<file path="src/rtl/aes_ctrl_pkg.sv">
// Shared definitions for the AES block-load controller.
// Holds the controller state encoding and the default values of the
// word width, words per 128-bit block and reg_full timeout.
package aes_ctrl_pkg;

  localparam int DW_DEF      = 32;
  localparam int N_WORDS_DEF = 4;
  localparam int TO_CYC_DEF  = 8;

  typedef enum logic [2:0] {
    IDLE      = 3'd0,
    FILL      = 3'd1,
    WAIT_FULL = 3'd2,
    OFFER     = 3'd3,
    READ      = 3'd4
  } state_t;

endpackage

</file>
<file path="src/rtl/mod_blkload_ctrl_wdog_cnt.sv">
// Watchdog counter used to bound the wait for reg_full.
// Ports:
//   clk    - system clock, rising edge
//   resetn - asynchronous active-low reset
//   start  - count enable; one count per cycle while high
//   clear  - synchronous return to zero (dominates start)
//   expire - high in the LIMIT-th consecutive counted cycle
module mod_wdog_cnt #(
  parameter int LIMIT = 8
) (
  input  logic clk,
  input  logic resetn,
  input  logic start,
  input  logic clear,
  output logic expire
);

  localparam int CW = (LIMIT > 1) ? $clog2(LIMIT) : 1;

  logic [CW-1:0] cnt;

  // cnt holds the number of counted cycles already completed, so the
  // cycle in which it reads LIMIT-1 is the LIMIT-th one.
  assign expire = start && !clear && (cnt == CW'(LIMIT - 1));

  always_ff @(posedge clk or negedge resetn) begin
    if (!resetn) begin
      cnt <= '0;
    end else if (clear) begin
      cnt <= '0;
    end else if (start && !expire) begin
      cnt <= cnt + CW'(1);
    end
  end

endmodule

</file>
<file path="src/rtl/mod_blkload_ctrl.sv">
// Block-load controller: gathers N_WORDS upstream words into an external
// block register, waits for that register to report full, offers the block
// to the AES core, then reads and clears the register.
// Ports:
//   clk, resetn            - clock and asynchronous active-low reset
//   abort                  - synchronous flush, wins over everything else
//   in_valid/in_data       - upstream word; in_ready accepts it
//   reg_wr_en/idx/wdata    - registered write to the block register
//   reg_rd_en, reg_clr     - read strobe and one-cycle clear pulse
//   reg_full               - block register holds N_WORDS words
//   blk_valid/blk_ready    - block handshake with the AES core
//   busy                   - controller is not in IDLE
//   err_to                 - sticky reg_full timeout flag
module mod_blkload_ctrl
  import aes_ctrl_pkg::*;
#(
  parameter int DW      = DW_DEF,
  parameter int N_WORDS = N_WORDS_DEF,
  parameter int TO_CYC  = TO_CYC_DEF
) (
  input  logic          clk,
  input  logic          resetn,
  input  logic          abort,
  input  logic          in_valid,
  input  logic [DW-1:0] in_data,
  output logic          in_ready,
  output logic          reg_wr_en,
  output logic [1:0]    reg_idx,
  output logic [DW-1:0] reg_wdata,
  output logic          reg_rd_en,
  output logic          reg_clr,
  input  logic          reg_full,
  output logic          blk_valid,
  input  logic          blk_ready,
  output logic          busy,
  output logic          err_to
);

  // One extra count value so the counter can rest at N_WORDS without wrapping.
  localparam int CW = $clog2(N_WORDS + 1);

  state_t        state, state_nxt;
  logic [CW-1:0] count, count_nxt;
  logic          wr_nxt;
  logic          clr_nxt;
  logic          err_nxt;
  logic          accept;
  logic          wd_start;
  logic          wd_clear;
  logic          wd_expire;

  assign in_ready  = (state == IDLE) || ((state == FILL) && (count < CW'(N_WORDS)));
  assign accept    = in_valid && in_ready;
  assign blk_valid = (state == OFFER);
  assign reg_rd_en = (state == READ);
  assign busy      = (state != IDLE);

  // The watchdog only runs while we are waiting and reg_full is still low;
  // any other cycle (or an abort) restarts it from zero.
  assign wd_start = (state == WAIT_FULL) && !reg_full;
  assign wd_clear = !wd_start || abort;

  mod_wdog_cnt #(
    .LIMIT (TO_CYC)
  ) u_wdog (
    .clk    (clk),
    .resetn (resetn),
    .start  (wd_start),
    .clear  (wd_clear),
    .expire (wd_expire)
  );

  // State register plus the registered write/clear strobes and error flag.
  always_ff @(posedge clk or negedge resetn) begin
    if (!resetn) begin
      state     <= IDLE;
      count     <= '0;
      reg_wr_en <= 1'b0;
      reg_idx   <= 2'd0;
      reg_wdata <= '0;
      reg_clr   <= 1'b0;
      err_to    <= 1'b0;
    end else begin
      state     <= state_nxt;
      count     <= count_nxt;
      reg_wr_en <= wr_nxt;
      reg_clr   <= clr_nxt;
      err_to    <= err_nxt;
      if (wr_nxt) begin
        reg_idx   <= count[1:0];
        reg_wdata <= in_data;
      end
    end
  end

  // Next-state logic. Abort is applied last so it overrides every other
  // decision made in the same cycle, including a coincident word accept.
  always_comb begin
    state_nxt = state;
    count_nxt = count;
    wr_nxt    = 1'b0;
    clr_nxt   = 1'b0;
    err_nxt   = err_to;

    case (state)
      IDLE: begin
        if (accept) begin
          state_nxt = FILL;
          count_nxt = CW'(1);
          wr_nxt    = 1'b1;
        end
      end
      FILL: begin
        if (accept) begin
          wr_nxt    = 1'b1;
          count_nxt = count + CW'(1);
          if (count == CW'(N_WORDS - 1)) begin
            state_nxt = WAIT_FULL;
          end
        end
      end
      WAIT_FULL: begin
        if (reg_full) begin
          state_nxt = OFFER;
        end else if (wd_expire) begin
          state_nxt = IDLE;
          count_nxt = '0;
          clr_nxt   = 1'b1;
          err_nxt   = 1'b1;
        end
      end
      OFFER: begin
        if (blk_ready) begin
          state_nxt = READ;
        end
      end
      READ: begin
        state_nxt = IDLE;
        count_nxt = '0;
        clr_nxt   = 1'b1;
      end
      default: begin
        state_nxt = IDLE;
        count_nxt = '0;
      end
    endcase

    if (abort) begin
      state_nxt = IDLE;
      count_nxt = '0;
      wr_nxt    = 1'b0;
      clr_nxt   = 1'b1;
      err_nxt   = 1'b0;
    end
  end

endmodule

</file>
<file path="config.mk">
export PLATFORM = sky130hd
export DESIGN_NAME = mod_blkload_ctrl
export DESIGN_NICKNAME = d
export VERILOG_FILES = /design/src/rtl/aes_ctrl_pkg.sv /design/src/rtl/mod_blkload_ctrl_wdog_cnt.sv /design/src/rtl/mod_blkload_ctrl.sv
export SDC_FILE = /design/constraint.sdc
export NUM_CORES = 1
export LEC_CHECK = 0
export BUFFER_PORTS_ARGS = -buffer_cell sky130_fd_sc_hd__buf_2
export CORE_MARGIN = 3
export CORE_UTILIZATION = 45
export CTS_BUF_LIST = sky130_fd_sc_hd__clkbuf_4 sky130_fd_sc_hd__clkbuf_8
export DETAILED_ROUTE_END_ITERATION = 10
export PLACE_DENSITY_LB_ADDON = 0.08
export SLEW_MARGIN = 5
export SYNTH_ARGS = -nofsm -noshare
export SYNTH_HDL_FRONTEND = slang
export SYNTH_SLANG_ARGS = --single-unit
</file>
<file path="constraint.sdc">
create_clock -name clk -period 2.1 [get_ports clk]
set_clock_uncertainty 0.2 [all_clocks]
set_input_delay 0.42 -clock clk [delete_from_list [all_inputs] [get_ports clk]]
set_output_delay 0.42 -clock clk [all_outputs]
set_load 0.01 [all_outputs]
</file>
---- After elaboration in Yosys (flattened, before gate mapping) ----
Index checks and enable logic that the tools add are counted.
word-level totals
  bits in registers ....................... 46
  input port bits ......................... 38
  output and inout port bits .............. 41
  logic and storage cells ................. 72
cells by class
  add/sub/neg operators ................... 2
  magnitude comparators ................... 1
  equality and inequality tests ........... 15
  multiplexer cells ....................... 25
  reductions and logical operators ........ 21
operators with widths
  kind                                                                    number
  3-bit 2-to-1 mux                                                        12
  3-bit case mux with 4 select lines                                      2
  1-bit 2-to-1 mux                                                        10
  5-bit AND reduction                                                     2
  3-bit by 2-bit equality test with 1-bit output (second input constant)  3
  3-bit by 2-bit != test with 1-bit output (second input constant)        3
  3-bit != test (second input constant)                                   3
  3-bit by 1-bit adder with 3-bit output (second input constant)          2
  3-bit equality test (second input constant)                             2
  1-bit logical AND                                                       6
  2-bit nonzero test                                                      3
  1-bit logical NOT                                                       4
  2-bit != test (second input constant)                                   2
  4-bit by 3-bit != test with 1-bit output (second input constant)        1
  3-bit by 1-bit equality test with 1-bit output (second input constant)  1
  3-bit logical NOT                                                       1
  3-bit less-than comparator (second input constant)                      1
  3-bit AND reduction                                                     1
  3-bit nonzero test                                                      1
  1-bit logical OR                                                        2
  1-bit case mux with 2 select lines                                      1
  2-bit OR reduction                                                      1

---- Longest topological paths before layout ----
Gate-level depths: netlist of run 1.
  depth in word-level cells ............... 11
  depth in mapped cells ................... 7
  mapped depth without buffers ............ 6

---- Modules after synthesis ----
From an unflattened synthesis of run 1, not the netlist that was laid out.
unflattened totals
  cells, all modules ...................... 151
  area total of the unflattened synthesis .. 2077.0 um2
modules (own cells, without submodules)
  module            times used  cells each  area each (um2)  sequential area each (um2)
  mod_blkload_ctrl  1           134         1885.6           1076.0
  mod_wdog_cnt      1           17          191.4            75.1

---- Worst setup path after synthesis of run 1 ----
Ideal clock, no wire load.
  kind .................................... register -> register
  start ................................... reg u_wdog.cnt[0]
  end ..................................... reg count[0]
  library setup time ...................... 0.125 ns
  arrival ................................. 1.542 ns
  data required time ...................... 1.775 ns
  setup slack ............................. 0.234 ns
  stages on the path, launching flop included .. 8
  buffers on the path ..................... 1
  clock period less this slack ............ 1.866 ns
  path through ............................ dfrtp_1 -> ha_1 -> ha_1 -> buf_6 -> inv_1 -> or3_1 -> o2bb2ai_1 -> mux2_2
on the way
  longest elaborated chain between the ends .. 4
ends and longest elaborated chain
  element                                                    line                             RTL
  start, declared                                            mod_blkload_ctrl_wdog_cnt.sv:20  logic [CW-1:0] cnt;
  start signal, assigned                                     mod_blkload_ctrl_wdog_cnt.sv:32  cnt <= cnt + CW'(1);
  3-bit equality test                                        mod_blkload_ctrl_wdog_cnt.sv:24  assign expire = start && !clear && (cnt == CW'(LIMIT - 1));
  1-bit logical AND                                          mod_blkload_ctrl_wdog_cnt.sv:24
  3-bit by 2-bit != test with 1-bit output (no source line)  n/a
  5-bit AND reduction (no source line)                       n/a
  end signal, assigned                                       mod_blkload_ctrl.sv:85           count <= count_nxt;
  end, declared                                              mod_blkload_ctrl.sv:43           logic [CW-1:0] count, count_nxt;
No other way between the ends.
A chain may end at the register's enable or synchronous reset.

---- Worst setup path in the final report of run 1 ----
  start ................................... reg state[0]
  end ..................................... out busy
on the way
  longest elaborated chain between the ends .. 1
ends and longest elaborated chain
  element                 line                    RTL
  start, declared         mod_blkload_ctrl.sv:42  state_t state, state_nxt;
  start signal, assigned  mod_blkload_ctrl.sv:84  state <= state_nxt;
  3-bit nonzero test      mod_blkload_ctrl.sv:56  assign busy = (state != IDLE);
  end, declared           mod_blkload_ctrl.sv:35  output logic busy,
No other way between the ends.

==> impl_metrics.json, run 1 <==
{
  "status": "finished, final reports clean",
  "cp.arrival_ns": 1.42,
  "drv_slew": 0,
  "slowest_delay_ns": 0.51,
  "grt.overflow.total": 0,
  "area_growth_pct": 26.79,
  "ir_drop_v": 0.0006555,
  "avgSynthCellArea_sq_um": 14.38,
  "die_h_um": 72.89,
  "worstPathRequired_ns": 1.48,
  "min_period_over_period": 0.9710,
  "ys_warn_count": 0,
  "netlist-cell-type-count": 32,
  "tns_ns": 0,
  "seq_power_share": 0.455,
  "hold_class": "input pin to register",
  "place_congestion": 0.8649,
  "die_x_um": 72.89,
  "track_usage": 0.1530,
  "synth_area_leaders": "dfrtp_1 57%, mux2_2 20%, ha_1 2.5%, mux2i_1 2.5%, buf_6 2.2%",
  "design.die.area_sq_um": 5312,
  "setup.worst_path.end_class": "primary output",
  "highest_layer": "met4",
  "path_clk_slew_ns": 0.08,
  "ys_seq_area_frac": 0.5718,
  "n_antenna_cell": 0,
  "relSlewSlack": 0.6841,
  "drive_gt1_frac": 0.6143,
  "finalPower_mw": 3.135,
  "p_clk_frac": 0.161,
  "grt_max_degree": 36,
  "power_frac_comb": 0.384,
  "setup.worst_path.start_class": "register",
  "final_util": 0.6159,
  "dp.final_hpwl_mm": 2.989,
  "cp_max_fo": 15,
  "drt_iter0_markers": 54,
  "setup_viol_count_final": 0,
  "synthCells": 140,
  "hold_viol_final": 0,
  "synth_top_area_share": 0.5718,
  "swShare": 0.3276,
  "cts_buffers": 5,
  "cts_tree": "built",
  "clock_latency_ns": 0.28,
  "antenna_found_initial": 0,
  "wl_per_cell_um": 14.23,
  "io_buffers": 78,
  "r2r_start": "u_wdog.cnt[0]",
  "syn_nets": 182,
  "drc": 0,
  "rows": 23,
  "grt_first_pass_wirelength_mm": 6.272,
  "cts-root-buf": "clkbuf_8",
  "detail_route.wirelength.met1_mm": 1.602,
  "synth.ff_latch_count": 46,
  "startpoint": "state[0]",
  "postCtsSetupBuffers": 0,
  "yosys.area.top_type": "dfrtp_1",
  "p_switching_mw": 1.027,
  "synthesis.area_sq_um": 2013,
  "vias_per_cell": 4.927,
  "cp_cell_sequence": "or3_2, buf_2",
  "grt_pass1_vias": 1441,
  "dr_wl_met2_mm": 1.940,
  "io-pin-count": 79,
  "period_needed_ns": 2.039,
  "rsz0062_at_grt": "no",
  "routed_wl_mm": 3.885,
  "critPathKind": "register to primary output",
  "ant_nets": 0,
  "clock-sinks": 46,
  "maxCapViolCount": 0,
  "drt_pass1_iterations": 4,
  "num_vias": 1345,
  "htreeDepth": 2,
  "cp_slowest_cell": "dfrtp_2",
  "core_area_sq_um": 4144,
  "max_freq_mhz": 490.4,
  "fin_nets": 265,
  "fillers": 341,
  "worstMarginPinSlew_ns": 0.4739,
  "clockBufferDepth": 2,
  "hp-start": "in_data[5]",
  "internal_power_mw": 2.108,
  "power.density_nw_per_um2": 1228,
  "p_leak_nw": 1.280,
  "start_util": 0.4858,
  "dr_wl_met3_um": 298
}
[stage by stage]
| stage | worst slack (ns) | std cells | cell area [sq um] | hold WS [ns] |
|---|---|---|---|---|
| after global routing | 0.01455 | 273 | 2552 | 0.1501 |
| after floorplan | 0.2336 | 140 | 2013 | -0.07559 |
| after CTS | 0.04645 | 273 | 2552 | 0.1483 |
| after detailed placement | 0.2281 | 265 | 2457 | 0.2038 |
| after global placement | 0.2776 | 265 | 2457 | 0.2014 |
| final | 0.06100 | 273 | 2552 | 0.1628 |
[cell usage after synthesis (all sizes together)]
cell / n
ha: 4
o21bai: 1
buf: 5
nor3b: 1
a21oi: 3
nand2: 5
mux2: 37
nand3b: 1
dfrtp: 46
xor2: 1
or3: 2
a22oi: 1
o21ai: 3
o2bb2ai: 1
clkbuf: 1
o22ai: 1
and3b: 1
mux2i: 5
inv: 6
nor4: 1
nand3: 3
o221a: 1
nor2: 7
and2b: 2
and2: 1
[kinds of logic (layout without fill, tap and decap cells)]
group	Yosys count	after routing	share of synthesized area
compound gates	11	11	0.04165
xor+xnor	1	1	0.004351
fa+ha+maj	4	4	0.02486
buf+inv	12	95	0.03915
flops	46	46	0.5718
mux	42	42	0.2337
simple gates	24	24	0.08453
[layer usage]
metal	up-vias	global-route usage
met5	-	0
met2	50	0.2605
met1	635	0.1777
met4	0	0.07172
li1	654	-
met3	6	0.04270
[registers in the layout (all words and copies together) (netlist names)]
name and flops:
reg_clr 1, err_to 1, count 3, reg_wr_en 1
reg_wdata 32, reg_idx 2, state 3, u_wdog.cnt 3
[cells in the final DEF, fill, tap and decap left out, drive strengths merged]
master	n
o21ai	3
dlygate4sd3	1
ha	4
a21oi	3
nand3b	1
and2	1
o2bb2ai	1
a22oi	1
and3b	1
mux2	37
nand3	3
buf	81
nor2	7
nor4	1
o221a	1
nor3b	1
o22ai	1
xor2	1
and2b	2
clkbuf	6
mux2i	5
dfrtp	46
clkinvlp	1
inv	6
o21bai	1
nand2	5
or3	2
[timing repair]
| item | CTS | global route |
|---|---|---|
| resized for setup | 1 | 0 |
| setup endpoints to repair | 1 | 0 |
| hold endpoints to repair | 19 | 0 |
| hold buffers | 1 | 0 |
[worst max-delay path, delay by kind of cell, from the launching register on]
family                 cells  cell delay, ns
DFF                        1            0.51
and+or+nand+nor            1            0.49
buffers and inverters      1            0.15
[power by group through the flow]
stage	Combinational [mW]	Sequential (mW)	Clock, mW
final	1.20	1.43	0.504
after global routing	1.31	1.48	0.567
after CTS	1.23	1.43	0.533
after detailed placement	1.22	1.45	0
after global placement	1.19	1.42	0
after floorplan	0.649	1.53	0
[final cells by class]
class / instances / area, sq um / share of cell area
Inverter: 6 / 22.52 / 0.008824
Timing Repair Buffer: 82 / 447.9 / 0.1755
Clock inverter: 1 / 7.507 / 0.002941
Tap cell: 50 / 62.56 / 0.02451
Sequential cell: 46 / 1152 / 0.4515
Clock buffer: 6 / 76.32 / 0.02990
Multi-Input combinational cell: 82 / 783.3 / 0.3069
[path summary, 6_finish.rpt]
path / end / slack [ns] / cells past startpoint
setup / recovery: busy / 0.06 / 2
hold / removal: reg_wdata[5] / 0.16 / 2
setup reg to reg: count[1] / 0.23 / 6
hold reg to reg: reg_wdata[25] / 0.30 / 1
max in group asynchronous: reg_wdata[13] / 0.79 / 3
min in group asynchronous: reg_wdata[10] / 0.42 / 2
Power figures use the tool's default switching activity.
==> run 2: changes to the inputs <==
==> constraint.sdc (replaced) <==
create_clock -name clk -period 1.85 [get_ports clk]
set_clock_uncertainty 0.2 [all_clocks]
set_input_delay 0.37 -clock clk [delete_from_list [all_inputs] [get_ports clk]]
set_output_delay 0.37 -clock clk [all_outputs]
set_load 0.01 [all_outputs]
==> run 2 against run 1 <==
Against the previous run:
- the run now ends with setup timing left
- critical path depth rose by 2
- register-to-register slack got worse by 0.24 ns
- die area unchanged
- combinational power grew 40%
- worst hold slack got worse by 0.063 ns
- sequential power up 10%
- critical endpoint is now in_ready
- largest cell class unchanged
==> impl_metrics.json, run 2 (same netlist as run 1, synthesis figures left out) <==
{
  "grt_max_degree": 31,
  "critPathKind": "register to primary output",
  "setup_ws_ns": -0.007150,
  "setup.worst_path.end_class": "primary output",
  "largest-register": "reg_wdata",
  "min_to": "reg_wdata[16]",
  "failed_checks": "setup timing",
  "p_clk_frac": 0.186,
  "dp.final_hpwl_mm": 3.152,
  "antenna_found_initial": 0,
  "setup.worst_path.start_class": "register",
  "min_path_cells": 2,
  "mostFrequentLayoutCell": "buf_2",
  "grt_pass1_vias": 1473,
  "cts_buffers": 5,
  "fin_nets": 278,
  "maxCapViolCount": 0,
  "setup_viol_count_final": 3,
  "vias_per_cell": 4.944,
  "clock-sinks": 46,
  "ant_nets": 0,
  "path_clk_slew_ns": 0.08,
  "finalPower_mw": 4.002,
  "cp_cell_sequence": "buf_6, a21oi_4, and2b_2, buf_6",
  "die_x_um": 72.89,
  "relSlewSlack": 0.7205,
  "hold_class": "input pin to register",
  "cpMostUsedCell": "buf_6",
  "ir_drop_v": 0.0007939,
  "cts_tree": "built",
  "start_util": 0.4858,
  "power_frac_comb": 0.420,
  "rsz0062_at_grt": "yes",
  "routed_wl_mm": 4.219,
  "slowest_delay_ns": 0.44,
  "grt_first_pass_wirelength_mm": 6.837,
  "min_period_over_period": 1.004,
  "swShare": 0.3122,
  "design.die.area_sq_um": 5312,
  "n_antenna_cell": 0,
  "cp_slowest_cell": "dfrtp_2",
  "reg2reg_setup_slack_ns": -0.007,
  "cp_max_fo": 4,
  "max_freq_mhz": 538.5,
  "area_growth_pct": 36.30,
  "drv_slew": 0,
  "core_area_sq_um": 4144,
  "io-pin-count": 79,
  "cp.arrival_ns": 1.29,
  "internal_power_mw": 2.753,
  "layout_common_cells": "76 x buf_2, 42 x dfrtp_1, 36 x mux2_2",
  "status": "finished with violations",
  "die_h_um": 72.89,
  "io_buffers": 78,
  "clock_latency_ns": 0.29,
  "p_switching_mw": 1.250,
  "seq_power_share": 0.394,
  "largest_reg_flops": 32,
  "cts-root-buf": "clkbuf_8",
  "drive_gt1_frac": 0.6667,
  "power.density_nw_per_um2": 1459,
  "worstPathRequired_ns": 1.28,
  "grt.overflow.total": 0,
  "hp-start": "in_data[16]",
  "clockBufferDepth": 2,
  "reg2reg_to": "count[1]",
  "hold_viol_final": 0,
  "num_vias": 1419,
  "rows": 23,
  "track_usage": 0.1682,
  "htreeDepth": 2,
  "drt_iter0_markers": 42,
  "drt_pass1_iterations": 4,
  "drc": 0,
  "wl_per_cell_um": 14.70,
  "place_congestion": 0.8553,
  "r2r_start": "u_wdog.cnt[1]",
  "tns_ns": -0.01481,
  "p_leak_nw": 1.379,
  "r2r_cells": 6,
  "period_needed_ns": 1.857,
  "worstMarginPinSlew_ns": 0.4192
}
## run 2: worst max-delay path by stage
| stage | startpoint | endpoint | slack, ns | cells after the start |
|---|---|---|---|---|
| after floorplan | u_wdog.cnt[0] | count[0] | 0.003 | 7 |
| after global placement | abort | state[0] | 0.08 | 5 |
| after detailed placement | u_wdog.cnt[0] | count[1] | -0.0002 | 6 |
| after CTS | state[0] | in_ready | -0.007 | 4 |
| after global routing | state[0] | in_ready | -0.06 | 4 |
| final | state[0] | in_ready | -0.007 | 4 |
## run 2: final cells by class
| cell class | instances | area [sq um] |
|---|---|---|
| fillers | 312 | 1400 |
| flip-flops and latches | 46 | 1156 |
| multi-input cells | 82 | 814.5 |
| repair buffers | 95 | 574.3 |
| clock buffers | 7 | 83.83 |
| well taps | 50 | 62.56 |
| clock inverters | 1 | 30.03 |
| inverters | 6 | 22.52 |
## run 2: per-layer routing
| layer | part of all wire | up-vias | track usage | wire [um] |
|---|---|---|---|---|
| met5 | 0 | - | 0 | 0 |
| met4 | 0.0097 | 0 | 0.05123 | 41 |
| met3 | 0.083 | 4 | 0.05647 | 349 |
| met2 | 0.53 | 56 | 0.2906 | 2216 |
| met1 | 0.38 | 681 | 0.1973 | 1611 |
| li1 | - | 678 | - | - |
## run 2: worst max-delay path, delay by kind of cell (launching register included)
kind / cells / cell delay, ns
AOI/OAI and AO/OA: 1 / 0.15
DFF: 1 / 0.44
and+or+nand+nor: 1 / 0.18
buffers and inverters: 2 / 0.23
## run 2: timing repair
action,CTS,global route
pin swaps,1,3
setup endpoints to repair,4,6
hold endpoints to repair,16,0
gates resized for setup,8,3
setup buffers,6,4
hold buffers,1,0
## run 2: power groups by stage
stage                     combinational (mW)  clock (mW)  sequential (mW)
after global placement                  1.42           0             1.60
after floorplan                        0.743           0             1.74
final                                   1.68       0.745             1.58
after CTS                               1.65       0.770             1.58
after global routing                    1.83       0.815             1.63
after detailed placement                1.46           0             1.63
## run 2: per-stage QoR
| step | hold WS [ns] | worst slack [ns] | util | instances | cell area (sq um) |
|---|---|---|---|---|---|
| final | 0.1000 | -0.007150 | 0.6621 | 287 | 2744 |
| after global routing | 0.08872 | -0.05549 | 0.6621 | 287 | 2744 |
| after CTS | 0.09151 | -0.007245 | 0.6525 | 283 | 2704 |
| after detailed placement | 0.1319 | -0.0001731 | 0.6042 | 268 | 2504 |
| after global placement | 0.1238 | 0.07748 | 0.6042 | 268 | 2504 |
| after floorplan | -0.1256 | 0.003364 | - | 140 | 2024 |
